File: src/rtl/noc_arb_pkg.sv
// rtl/noc_arb_pkg.sv - shared constants and state type for the egress arbiter
// Holds the flit width, the header field positions (dest, body length) and the
// arbiter state enum used by noc_egress_arbiter.
package noc_arb_pkg;

    localparam int DWIDTH   = 16;
    localparam int DEST_LSB = 10;
    localparam int DEST_W   = 6;
    localparam int LEN_LSB  = 6;
    localparam int LEN_W    = 4;

    typedef enum logic [1:0] {
        IDLE   = 2'd0,
        LOCKED = 2'd1,
        DROP   = 2'd2
    } arb_state_t;

endpackage

File: src/rtl/noc_egress_arbiter_if.sv
// rtl/noc_egress_arbiter_if.sv - flit source and egress sink bundle
// Ports: req_data/req_valid/req_ready (NUM_REQ packed flit sources),
//        out_data/out_valid/out_ready (single egress link).
// slave = arbiter side, master = sources/sink side.
interface noc_egress_arbiter_if #(
    parameter int NUM_REQ = 5,
    parameter int DWIDTH  = 16
);
    logic [NUM_REQ*DWIDTH-1:0] req_data;
    logic [NUM_REQ-1:0]        req_valid;
    logic [NUM_REQ-1:0]        req_ready;
    logic [DWIDTH-1:0]         out_data;
    logic                      out_valid;
    logic                      out_ready;

    modport slave (
        input  req_data, req_valid, out_ready,
        output req_ready, out_data, out_valid
    );

    modport master (
        output req_data, req_valid, out_ready,
        input  req_ready, out_data, out_valid
    );
endinterface

File: src/rtl/rr_pick.sv
// rtl/rr_pick.sv - rotating priority encoder
// Ports: req (request vector), ptr (last winner) -> grant (one-hot),
//        idx (winner index), any (some request present). Combinational.
module rr_pick #(
    parameter  int N  = 5,
    localparam int IW = $clog2(N)
) (
    input  logic [N-1:0]  req,
    input  logic [IW-1:0] ptr,
    output logic [N-1:0]  grant,
    output logic [IW-1:0] idx,
    output logic          any
);
    logic [IW-1:0] c;

    // Walk from the farthest candidate back to ptr+1 so the closest valid
    // requester after the last winner is the final (winning) assignment.
    always_comb begin
        grant = '0;
        idx   = '0;
        any   = 1'b0;
        c     = '0;
        for (int k = N; k >= 1; k--) begin
            c = IW'((32'(ptr) + 32'(k)) % 32'(N));
            if (req[c]) begin
                grant    = '0;
                grant[c] = 1'b1;
                idx      = c;
                any      = 1'b1;
            end
        end
    end
endmodule

File: src/rtl/noc_egress_arbiter.sv
// rtl/noc_egress_arbiter.sv - packet-atomic round-robin egress arbiter
// Ports: ACLK, ARESETn (async active-low), arb_enable (allow new grants),
//        link (slave: req_* sources, out_* registered egress),
//        grant_onehot (current owner), busy (not IDLE),
//        timeout_err (one-cycle pulse when a stalled owner is aborted).
module noc_egress_arbiter #(
    parameter int NUM_REQ = 5,
    parameter int DWIDTH  = noc_arb_pkg::DWIDTH,
    parameter int LEN_LSB = noc_arb_pkg::LEN_LSB,
    parameter int LEN_W   = noc_arb_pkg::LEN_W,
    parameter int TIMEOUT = 64
) (
    input  logic                ACLK,
    input  logic                ARESETn,
    input  logic                arb_enable,
    noc_egress_arbiter_if.slave link,
    output logic [NUM_REQ-1:0]  grant_onehot,
    output logic                busy,
    output logic                timeout_err
);
    import noc_arb_pkg::*;

    localparam int PW = $clog2(NUM_REQ);
    localparam int SW = $clog2(TIMEOUT);

    arb_state_t          state, state_nx;
    logic [PW-1:0]       ptr, owner;
    logic [LEN_W-1:0]    remaining;
    logic [SW-1:0]       stall_cnt;

    logic [NUM_REQ-1:0]  pick_grant;
    logic [PW-1:0]       pick_idx;
    logic                pick_any;
    logic [DWIDTH-1:0]   pick_flit, owner_flit;
    logic                can_send;
    logic                hdr_accept, own_accept, timeout_hit, load_out;
    logic [NUM_REQ-1:0]  ready_c, grant_c;

    rr_pick #(.N(NUM_REQ)) u_pick (
        .req   (link.req_valid),
        .ptr   (ptr),
        .grant (pick_grant),
        .idx   (pick_idx),
        .any   (pick_any)
    );

    assign can_send   = !link.out_valid || link.out_ready;
    assign pick_flit  = link.req_data[pick_idx*DWIDTH +: DWIDTH];
    assign owner_flit = link.req_data[owner*DWIDTH +: DWIDTH];

    always_comb begin
        state_nx    = state;
        ready_c     = '0;
        grant_c     = '0;
        hdr_accept  = 1'b0;
        own_accept  = 1'b0;
        timeout_hit = 1'b0;
        case (state)
            IDLE: begin
                if (arb_enable && pick_any) begin
                    ready_c[pick_idx] = can_send;
                    hdr_accept        = can_send;
                    if (can_send) begin
                        grant_c = pick_grant;
                        if (pick_flit[LEN_LSB +: LEN_W] != '0)
                            state_nx = LOCKED;
                    end
                end
            end
            LOCKED: begin
                ready_c[owner] = can_send;
                grant_c[owner] = 1'b1;
                own_accept     = can_send && link.req_valid[owner];
                if (own_accept && remaining == LEN_W'(1)) begin
                    state_nx = IDLE;
                end else if (!own_accept && stall_cnt == SW'(TIMEOUT-1)) begin
                    timeout_hit = 1'b1;
                    state_nx    = DROP;
                end
            end
            DROP: begin
                // Sink the aborted packet's tail without touching the output.
                ready_c[owner] = 1'b1;
                grant_c[owner] = 1'b1;
                own_accept     = link.req_valid[owner];
                if (remaining == '0 || (own_accept && remaining == LEN_W'(1)))
                    state_nx = IDLE;
            end
            default: state_nx = IDLE;
        endcase
    end

    assign load_out       = hdr_accept || (state == LOCKED && own_accept);
    assign link.req_ready = ready_c & {NUM_REQ{ARESETn}};
    assign grant_onehot   = grant_c & {NUM_REQ{ARESETn}};
    assign busy           = (state != IDLE);

    always_ff @(posedge ACLK or negedge ARESETn) begin
        if (!ARESETn) begin
            state          <= IDLE;
            ptr            <= PW'(NUM_REQ-1);
            owner          <= '0;
            remaining      <= '0;
            stall_cnt      <= '0;
            link.out_valid <= 1'b0;
            link.out_data  <= '0;
            timeout_err    <= 1'b0;
        end else begin
            state       <= state_nx;
            timeout_err <= timeout_hit;

            if (load_out) begin
                link.out_data  <= hdr_accept ? pick_flit : owner_flit;
                link.out_valid <= 1'b1;
            end else if (link.out_ready) begin
                link.out_valid <= 1'b0;
            end

            if (hdr_accept) begin
                ptr       <= pick_idx;
                owner     <= pick_idx;
                remaining <= pick_flit[LEN_LSB +: LEN_W];
            end else if (own_accept) begin
                remaining <= remaining - LEN_W'(1);
            end

            if (state == LOCKED && !own_accept && !timeout_hit)
                stall_cnt <= stall_cnt + SW'(1);
            else
                stall_cnt <= '0;
        end
    end
endmodule

File: src/flat_wrapper.sv
// flat-port wrapper written by rule: the top's interface ports become plain ports
module noc_egress_arbiter_flat import noc_arb_pkg::*;
#(
    parameter int NUM_REQ = 5,
    parameter int DWIDTH  = noc_arb_pkg::DWIDTH,
    parameter int LEN_LSB = noc_arb_pkg::LEN_LSB,
    parameter int LEN_W   = noc_arb_pkg::LEN_W,
    parameter int TIMEOUT = 64
)
  (ACLK, ARESETn, arb_enable, grant_onehot, busy, timeout_err, link_req_data, link_req_valid, link_out_ready, link_req_ready, link_out_data, link_out_valid);
  noc_egress_arbiter_if #(.NUM_REQ(NUM_REQ), .DWIDTH(DWIDTH)) link_i ();
  input  logic ACLK;
  input  logic ARESETn;
  input  logic arb_enable;
  output logic [NUM_REQ-1:0] grant_onehot;
  output logic busy;
  output logic timeout_err;
  input wire logic [$bits(link_i.req_data)-1:0] link_req_data;
  input wire logic [$bits(link_i.req_valid)-1:0] link_req_valid;
  input wire logic [$bits(link_i.out_ready)-1:0] link_out_ready;
  output wire logic [$bits(link_i.req_ready)-1:0] link_req_ready;
  output wire logic [$bits(link_i.out_data)-1:0] link_out_data;
  output wire logic [$bits(link_i.out_valid)-1:0] link_out_valid;
  assign link_i.req_data = link_req_data;
  assign link_i.req_valid = link_req_valid;
  assign link_i.out_ready = link_out_ready;
  assign link_req_ready = link_i.req_ready;
  assign link_out_data = link_i.out_data;
  assign link_out_valid = link_i.out_valid;
  noc_egress_arbiter #(.NUM_REQ(NUM_REQ), .DWIDTH(DWIDTH), .LEN_LSB(LEN_LSB), .LEN_W(LEN_W), .TIMEOUT(TIMEOUT)) u_core (.ACLK(ACLK), .ARESETn(ARESETn), .arb_enable(arb_enable), .link(link_i), .grant_onehot(grant_onehot), .busy(busy), .timeout_err(timeout_err));
endmodule
File: config.mk
export PLATFORM = sky130hd
export DESIGN_NAME = noc_egress_arbiter_flat
export DESIGN_NICKNAME = d
export VERILOG_FILES = /design/src/rtl/noc_arb_pkg.sv /design/src/rtl/noc_egress_arbiter_if.sv /design/src/rtl/rr_pick.sv /design/src/rtl/noc_egress_arbiter.sv /design/src/flat_wrapper.sv
export SDC_FILE = /design/constraint.sdc
export NUM_CORES = 1
export LEC_CHECK = 0
export CORE_MARGIN = 2
export CORE_UTILIZATION = 41
export DETAILED_ROUTE_END_ITERATION = 6
export PLACE_DENSITY = 0.67
export REMOVE_ABC_BUFFERS = 1
export SLEW_MARGIN = 0
export SYNTH_ARGS = -nofsm -noshare
export SYNTH_HDL_FRONTEND = slang
export SYNTH_SLANG_ARGS = --single-unit
export TNS_END_PERCENT = 30
File: constraint.sdc
create_clock -name ACLK -period 19.5 [get_ports ACLK]
set_input_delay 2.925 -clock ACLK [delete_from_list [all_inputs] [get_ports ACLK]]
set_output_delay 2.925 -clock ACLK [all_outputs]
set_load 0.01 [all_outputs]
==> impl_metrics.py, run 1 <==
metrics = {
    "setup_path": {
        "required_ps": 16570,
        "startpoint_type": "register",
        "critPathKind": "register to output port",
        "critPathCaptureType": "output port",
        "worstPathMaxFanout": 31,
        "arrival_ps": 7420,
    },
    "final_layout": {
        "mostFrequentLayoutCells": "clkdlybuf4s50_1, a21oi_1, nor2_1",
        "register_area_um2": 853,
        "fillers": 1199,
        "layout.nets": 887,
        "layout_commonest_cell": "clkdlybuf4s50_1",
        "area_growth_pct": 26.4,
        "layout-drive-gt1-share_pct": 6.76,
        "num_antenna_cells": 0,
        "multi_input_area_mm2": 0.00393,
    },
    "sta": {
        "skew_ps": 4.65,
        "period_share_pct": 53.1,
        "setup_ws_ps": 9150,
        "finalHoldViolations": 0,
        "setup_viol": 0,
        "finalCriticalPeriod_ps": 10350,
        "tightest_slew_ps": 1180,
        "fmax_ghz": 0.0967,
        "relSlewSlack_pct": 21.2,
        "slew_viol_final": 0,
        "rsz0062_at_grt": "no",
        "holdWs_ps": 457,
        "tns_ps": 0,
    },
    "job": {
        "drv_cap": 0,
    },
    "clock_tree": {
        "clkSinkCount": 34,
        "cts-hold-fix-buffers": 0,
        "cts_setup_buffers": 0,
        "numCtsBuffers": 5,
        "cts_buffer_depth": 2,
        "root_buffer": "clkbuf_16",
        "cts_resized": 0,
        "clkLatencyLatePin_ps": 290,
        "path_clk_slew_ps": 60,
        "cts_tree": "yes",
        "htree_levels": 2,
    },
    "routing": {
        "antenna_left": 0,
        "drt_wl_total_mm": 19.0,
        "first_pass_iters": 6,
        "drt_iter0_markers": 697,
        "avgRoutedWirePerCell_um": 20.3,
        "num_vias": 5945,
        "remaining_drc_errors": 0,
        "drt-vias-per-instance": 6.34,
    },
    "place": {
        "dp_hpwl_mm": 13.9,
        "port_buffers": 117,
        "place_ws_ps": 9580,
        "gp_congestion": 0.995,
    },
    "die": {
        "core_area_mm2": 0.0121,
        "rows": 40,
        "die_height_um": 116,
        "initial_core_util_pct": 42.4,
        "die_w_um": 116,
        "dieArea_mm2": 0.0135,
        "ios": 118,
    },
    "status": {
        "status": "finished clean",
    },
    "synthesis": {
        "synth-seq-cells": 34,
        "synth_top_area_share_pct": 16.1,
        "synth_top_area_cell": "dfrtp_1",
        "syn_area_per_cell_um2": 7.46,
        "synth_ff_type": "dfrtp_1",
        "synthTopCellsByArea": "dfrtp_1, mux2i_1, ha_1, a21oi_1, nor2_1",
        "syn-cell-area_mm2": 0.00514,
        "synth-edff-count": 0,
        "synth_cells": 689,
        "synthArstFlopShare_pct": 100,
        "yosysWarnings": 0,
        "synth_seq_area_share_pct": 16.6,
        "synth.distinct_cells": 89,
    },
    "global_route": {
        "antenna_found_initial": 0,
        "overflow": 0,
        "grt_pass1_vias": 5881,
        "grt_first_pass_wirelength_mm": 29.9,
        "grt_max_degree": 63,
        "globalRouteTotalUtil_pct": 28.1,
    },
    "worst_hold_path": {
        "hold_class": "register to register",
    },
}
-- logic make-up after synthesis --
group,count (synthesis),share of synthesized area (%)
buffers and inverters,87,7.08
adder cells (fa/ha/maj),30,7.30
multiplexers,45,9.37
AND/OR/NAND/NOR,216,21.0
XOR/XNOR,14,3.19
flip-flops,34,16.6
AO/OA/AOI/OAI,263,35.5
-- layout make-up --
type,count,area share [%]
repair buffers,125,18.9
well taps,168,3.24
clock buffers,6,2.14
inverters,34,1.96
clock inverters,2,0.193
multi-input cells,568,60.5
flip-flops and latches,34,13.1
-- stage by stage --
step                util (%)  instances  area (um2)
floorplan                  -        636        4900
global placement        52.4        929        6340
detailed placement      52.4        929        6340
CTS                     53.6        937        6500
global route            53.6        937        6500
finish                  53.6        937        6500
-- path summary, 6_finish.rpt --
check | startpoint | endpoint | slack (ps) | depth (start not counted)
worst max-delay path | u_core.owner[1] | link_req_ready[1] | 9150 | 18
max in group asynchronous | ARESETn | u_core.owner[0] | 16150 | 1
worst max register to register | u_core.owner[1] | u_core.state[0] | 12230 | 19
worst min-delay path | u_core.stall_cnt[0] | u_core.stall_cnt[0] | 460 | 1
worst min register to register | u_core.stall_cnt[0] | u_core.stall_cnt[0] | 460 | 1
min in group asynchronous | ARESETn | u_core.state[0] | 2750 | 1
-- cell usage after synthesis (all sizes together) (5+ instances only) --
library cell	number
a211o	9
a211oi	8
a21o	5
a21oi	74
a22o	15
a22oi	10
and3	8
buf	22
clkbuf	31
dfrtp	33
ha	30
inv	32
mux2	5
mux2i	38
nand2	52
nand2b	13
nand3	19
nor2	64
nor2b	5
nor3	15
nor3b	8
nor4	7
o211ai	11
o21a	6
o21ai	43
o22ai	13
or2	6
xnor2	10
-- state kept, by name, indices dropped and copies added (netlist names) --
signal and flops:
u_core.owner 3, u_core.stall_cnt 6, u_core.ptr 1, u_core.link.out_data 16, u_core.remaining 4, u_core.state 2
u_core.link.out_valid 1, u_core.timeout_err 1
-- metal layers --
layer,wire [um],vias up,track usage [%]
li1,-,2759,-
met1,7900,2823,36.8
met2,8930,313,45.7
met3,1660,50,6.22
met4,556,0,10.2
met5,0,-,0
-- critical path, cell delays in order (launching register included) --
cell and delay, ps:
dfrtp_1 320, buf_4 370, clkinv_1 460, ha_1 920, clkinv_1 480, ha_1 380
nor2_1 280, a21boi_2 150, or4_1 520, a2111o_1 420, a211o_1 340, a311o_1 330
a41o_1 240, buf_4 240, a21oi_2 690, and3_1 280, a21oi_1 50, nor2_1 100
clkdlybuf4s50_1 560
Power of run 1 is not shown: default switching activity piles up to over one toggle a cycle in this logic, so the estimate is an artifact.
==> run 2, diff against run 1 <==
Settings changed: PLACE_DENSITY 0.67 to 0.7.
Clock period 19.5 ns to 9.2 ns, I/O delays scaled along.
==> run 2 against run 1 <==
The flow now finishes with violations (design-rule violations). Critical endpoint is now link_req_ready[0]. Setup slack lost 8000 ps. Count of clock-buffer cells in the layout shrank 1. Sequential share of layout area shrank 0.098 points. Worst hold slack gained 11 ps. Non-clock buffer count grew 4. Via count grew 0.29%. Final cell count grew 0.43%. Sequential cell count is the same. Final area grew 0.75%.
==> impl_metrics.py, run 2 (synthesized netlist as in run 1, its figures left out) <==
metrics = {
    "status": {
        "status": "finished with violations",
        "violations": "design-rule violations",
    },
    "global_route": {
        "grt_max_degree": 49,
        "globalRouteTotalUtil_pct": 29.2,
        "grt_first_pass_wirelength_mm": 31.1,
        "overflow": 0,
        "grt_pass1_vias": 5793,
        "antenna_found_initial": 0,
    },
    "routing": {
        "first_pass_iters": 7,
        "avgRoutedWirePerCell_um": 20.9,
        "drt_iter0_markers": 551,
        "drt-vias-per-instance": 6.34,
        "drt_wl_total_mm": 19.6,
        "antenna_left": 0,
        "remaining_drc_errors": 1,
        "num_vias": 5962,
    },
    "clock_tree": {
        "cts_buffer_depth": 2,
        "cts_setup_buffers": 0,
        "clkSinkCount": 34,
        "cts_tree": "yes",
        "numCtsBuffers": 5,
        "htree_levels": 2,
        "clkLatencyLatePin_ps": 300,
        "cts-hold-fix-buffers": 0,
        "root_buffer": "clkbuf_16",
        "cts_resized": 0,
        "path_clk_slew_ps": 70,
    },
    "place": {
        "dp_hpwl_mm": 14.5,
        "gp_congestion": 0.995,
        "port_buffers": 117,
    },
    "final_layout": {
        "reg_top3": "u_core.link.out_data (16), u_core.stall_cnt (6), u_core.remaining (4)",
        "area_growth_pct": 27.3,
        "layout.nets": 891,
        "layout_commonest_cell": "clkdlybuf4s50_1",
        "num_antenna_cells": 0,
        "top_register": "u_core.link.out_data",
        "mostFrequentLayoutCells": "clkdlybuf4s50_1, a21oi_1, nor2_1",
        "largest_register_ffs": 16,
        "layout-drive-gt1-share_pct": 7.24,
    },
    "setup_path": {
        "ff2ff_path_depth": 19,
        "arrival_ps": 6710,
        "cpPeakStageDelay_ps": 760,
        "crit_chain": "ha_1, xor2_4, ha_1, or2_2, o21a_1, xnor2_1, ha_1, nand2b_1, o2111a_1, nor3_1, mux2_2, or3_1, a32oi_1, a211o_1, buf_4, nor3_2, a21oi_1, nor2_1, clkdlybuf4s50_1",
        "crit_buf_inv": 2,
        "worstPathMaxFanout": 24,
        "required_ps": 7820,
        "crit_family": "compound AO/OA/AOI/OAI gates",
        "critPathCaptureType": "output port",
        "reg2reg_from": "u_core.owner[1]",
        "cpMaxStageDelayCell": "a211o_1",
        "critPathMostFrequentCell": "ha_1",
        "worstReg2RegEnd": "u_core.link.out_data[11]",
        "ff2ff_setup_slack_ps": 2790,
        "startpoint_type": "register",
        "critPathKind": "register to output port",
    },
    "die": {
        "rows": 40,
        "die_w_um": 116,
        "core_area_mm2": 0.0121,
        "dieArea_mm2": 0.0135,
        "die_height_um": 116,
        "initial_core_util_pct": 42.4,
        "ios": 118,
    },
    "sta": {
        "finalHoldViolations": 0,
        "fmax_ghz": 0.124,
        "tns_ps": 0,
        "rsz0062_at_grt": "no",
        "finalCriticalPeriod_ps": 8090,
        "tightest_slew_ps": 1100,
        "relSlewSlack_pct": 26.7,
        "setup_viol": 0,
        "period_share_pct": 87.9,
        "skew_ps": 9.06,
        "slew_viol_final": 0,
    },
    "worst_hold_path": {
        "whs_endpoint": "u_core.stall_cnt[0]",
        "hold_class": "register to register",
        "min-delay-start": "u_core.stall_cnt[0]",
        "min_path_cells": 1,
    },
    "job": {
        "drv_cap": 0,
    },
}
-- run 2: worst max path at each step --
stage	from	end	slack, ps	depth (start not counted)
after floorplan	u_core.owner[0]	grant_onehot[0]	1110	19
final	u_core.owner[1]	link_req_ready[0]	1110	19
after detailed placement	u_core.owner[1]	link_req_ready[0]	1530	19
after global routing	u_core.owner[1]	grant_onehot[4]	630	17
after CTS	u_core.owner[1]	link_req_ready[0]	1200	19
after global placement	u_core.owner[1]	grant_onehot[0]	1720	18
-- run 2: layout make-up --
type | count | area (um2)
clock buffer | 5 | 125
tap | 168 | 210
clock inverter | 3 | 45.0
sequential | 34 | 853
inverter | 34 | 128
fill | 1155 | 5570
multi-input combinational | 568 | 3930
timing repair buffer | 129 | 1260
-- run 2: through the flow --
stage | utilization (%) | std cells | instance area [um2] | hold WS [ps] | setup WS [ps]
floorplan | - | 636 | 4900 | 432 | 1110
global placement | 52.6 | 933 | 6370 | 451 | 1720
detailed placement | 52.6 | 933 | 6370 | 464 | 1530
CTS | 54.0 | 941 | 6550 | 473 | 1200
global route | 54.0 | 941 | 6550 | 490 | 626
finish | 54.0 | 941 | 6550 | 468 | 1110
-- run 2: layer usage --
layer	share of wire, %	wire, um	track usage [%]
met5	0	0	0
met4	3.5	695	11.3
met3	7.5	1470	3.45
met2	48	9360	48.1
met1	41	8120	39.0
Power of run 2 is left out for the same reason.
==> run 3, diff against run 2 <==
Settings changed: CAP_MARGIN set to 15, CORE_UTILIZATION 41 to 30, PLACE_DENSITY 0.7 to 0.54.
==> run 3 against run 2 <==
The run now ends clean. Highest routed layer unchanged. Die area rose by 35%. Sequential share of layout area decreased by 0.25 points. Non-clock buffer count up 2. Via count is 0.35% lower. Sequential cell count did not move.
==> impl_metrics.py, run 3 (synthesized netlist as in run 1, its figures left out) <==
metrics = {
    "setup_path": {
        "crit_chain": "ha_1, xor2_4, ha_1, or2_2, o21a_1, xnor2_1, ha_1, nand2b_1, o2111a_1, o31a_1, or2_2, a21oi_1, or3_1, a32oi_1, a211o_1, nor3_2, nand2_1, a21oi_1, clkdlybuf4s50_1",
        "arrival_ps": 6460,
        "critPathCaptureType": "output port",
        "required_ps": 7820,
        "ff2ff_path_depth": 22,
        "cpPeakStageDelay_ps": 730,
        "startpoint_type": "register",
        "worstPathMaxFanout": 22,
        "critPathMostFrequentCell": "ha_1",
        "critPathKind": "register to output port",
        "crit_family": "compound AO/OA/AOI/OAI gates",
        "ff2ff_setup_slack_ps": 3020,
        "cpMaxStageDelayCell": "ha_1",
        "reg2reg_from": "u_core.owner[0]",
        "worstReg2RegEnd": "u_core.state[1]",
        "crit_buf_inv": 1,
    },
    "global_route": {
        "grt_pass1_vias": 5822,
        "met3_usage_pct": 3.30,
        "grt_max_degree": 53,
        "overflow": 0,
        "use_met1_pct": 29.9,
        "grt_use_met2_pct": 36.7,
        "globalRouteTotalUtil_pct": 22.4,
        "grt_busiest_layer": "met2",
        "antenna_found_initial": 0,
        "grt_first_pass_wirelength_mm": 32.0,
    },
    "final_layout": {
        "top_register": "u_core.link.out_data",
        "mostFrequentLayoutCells": "clkdlybuf4s50_1, a21oi_1, nor2_1",
        "largest_register_ffs": 16,
        "layout.nets": 893,
        "layout-drive-gt1-share_pct": 7.48,
        "layout_commonest_cell": "clkdlybuf4s50_1",
        "reg_top3": "u_core.link.out_data (16), u_core.stall_cnt (6), u_core.remaining (4)",
        "area_growth_pct": 29.8,
        "num_antenna_cells": 0,
    },
    "sta": {
        "tns_ps": 0,
        "finalHoldViolations": 0,
        "skew_ps": 2.71,
        "slew_viol_final": 0,
        "relSlewSlack_pct": 38.9,
        "period_share_pct": 85.2,
        "setup_viol": 0,
        "finalCriticalPeriod_ps": 7840,
        "tightest_slew_ps": 909,
        "rsz0062_at_grt": "no",
        "fmax_ghz": 0.128,
    },
    "job": {
        "drv_cap": 0,
    },
    "routing": {
        "drt_wl_total_mm": 20.6,
        "first_pass_iters": 5,
        "avgRoutedWirePerCell_um": 20.7,
        "drt_iter0_markers": 593,
        "remaining_drc_errors": 0,
        "antenna_left": 0,
        "drt-vias-per-instance": 5.97,
        "num_vias": 5941,
    },
    "clock_tree": {
        "clkSinkCount": 34,
        "cts_buffer_depth": 2,
        "htree_levels": 2,
        "clkLatencyLatePin_ps": 300,
        "path_clk_slew_ps": 60,
        "numCtsBuffers": 5,
        "cts-hold-fix-buffers": 0,
        "cts_resized": 0,
        "root_buffer": "clkbuf_16",
        "cts_setup_buffers": 0,
        "cts_tree": "yes",
    },
    "worst_hold_path": {
        "hold_class": "register to register",
        "whs_endpoint": "u_core.stall_cnt[0]",
        "min-delay-start": "u_core.stall_cnt[0]",
        "min_path_cells": 1,
    },
    "die": {
        "die_height_um": 135,
        "initial_core_util_pct": 30.9,
        "rows": 47,
        "dieArea_mm2": 0.0182,
        "ios": 118,
        "core_area_mm2": 0.0166,
        "die_w_um": 135,
    },
    "status": {
        "status": "finished clean",
    },
    "place": {
        "dp_hpwl_mm": 15.5,
        "port_buffers": 117,
        "gp_congestion": 0.926,
    },
}
## run 3: cell count changes in the layout (fill, tap and decap cells not counted)
cell / delta
clkinvlp_4: -2
buf_16: +1
buf_4: +1
bufinv_16: +1
clkbuf_8: +1
## run 3: area by class of cell
class                      instances  area, um2
timing repair buffer             131       1290
multi-input combinational        568       3930
clock inverter                     2       60.1
fill                            1703       9970
inverter                          34        128
clock buffer                       6        139
tap                              220        275
sequential                        34        853
## run 3: through the flow
stage               instance area (um2)  util [%]  setup WS (ps)  hold slack (ps)  std cells
finish                             6670      40.1           1360              470        995
global route                       6670      40.1            986              504        995
CTS                                6650      39.9           1480              478        994
detailed placement                 6450      38.7           1830              469        986
global placement                   6450      38.7           2020              456        986
floorplan                          4900         -           1110              432        636
## run 3: per-layer routing
| metal | vias up | wire length, um |
|---|---|---|
| met4 | 0 | 549 |
| met2 | 268 | 9730 |
| met1 | 2864 | 8970 |
| met5 | - | 0 |
| li1 | 2769 | - |
| met3 | 40 | 1350 |
## run 3: worst max path at each step
| stage | slack (ps) | from | end | cells after the start |
|---|---|---|---|---|
| CTS | 1480 | u_core.owner[0] | link_req_ready[4] | 19 |
| detailed placement | 1830 | u_core.owner[0] | link_req_ready[4] | 19 |
| finish | 1360 | u_core.owner[0] | link_req_ready[4] | 19 |
| global route | 990 | u_core.owner[0] | link_req_ready[4] | 19 |
| floorplan | 1110 | u_core.owner[0] | grant_onehot[0] | 19 |
| global placement | 2020 | u_core.owner[0] | link_req_ready[4] | 19 |
Power of run 3 is left out for the same reason.
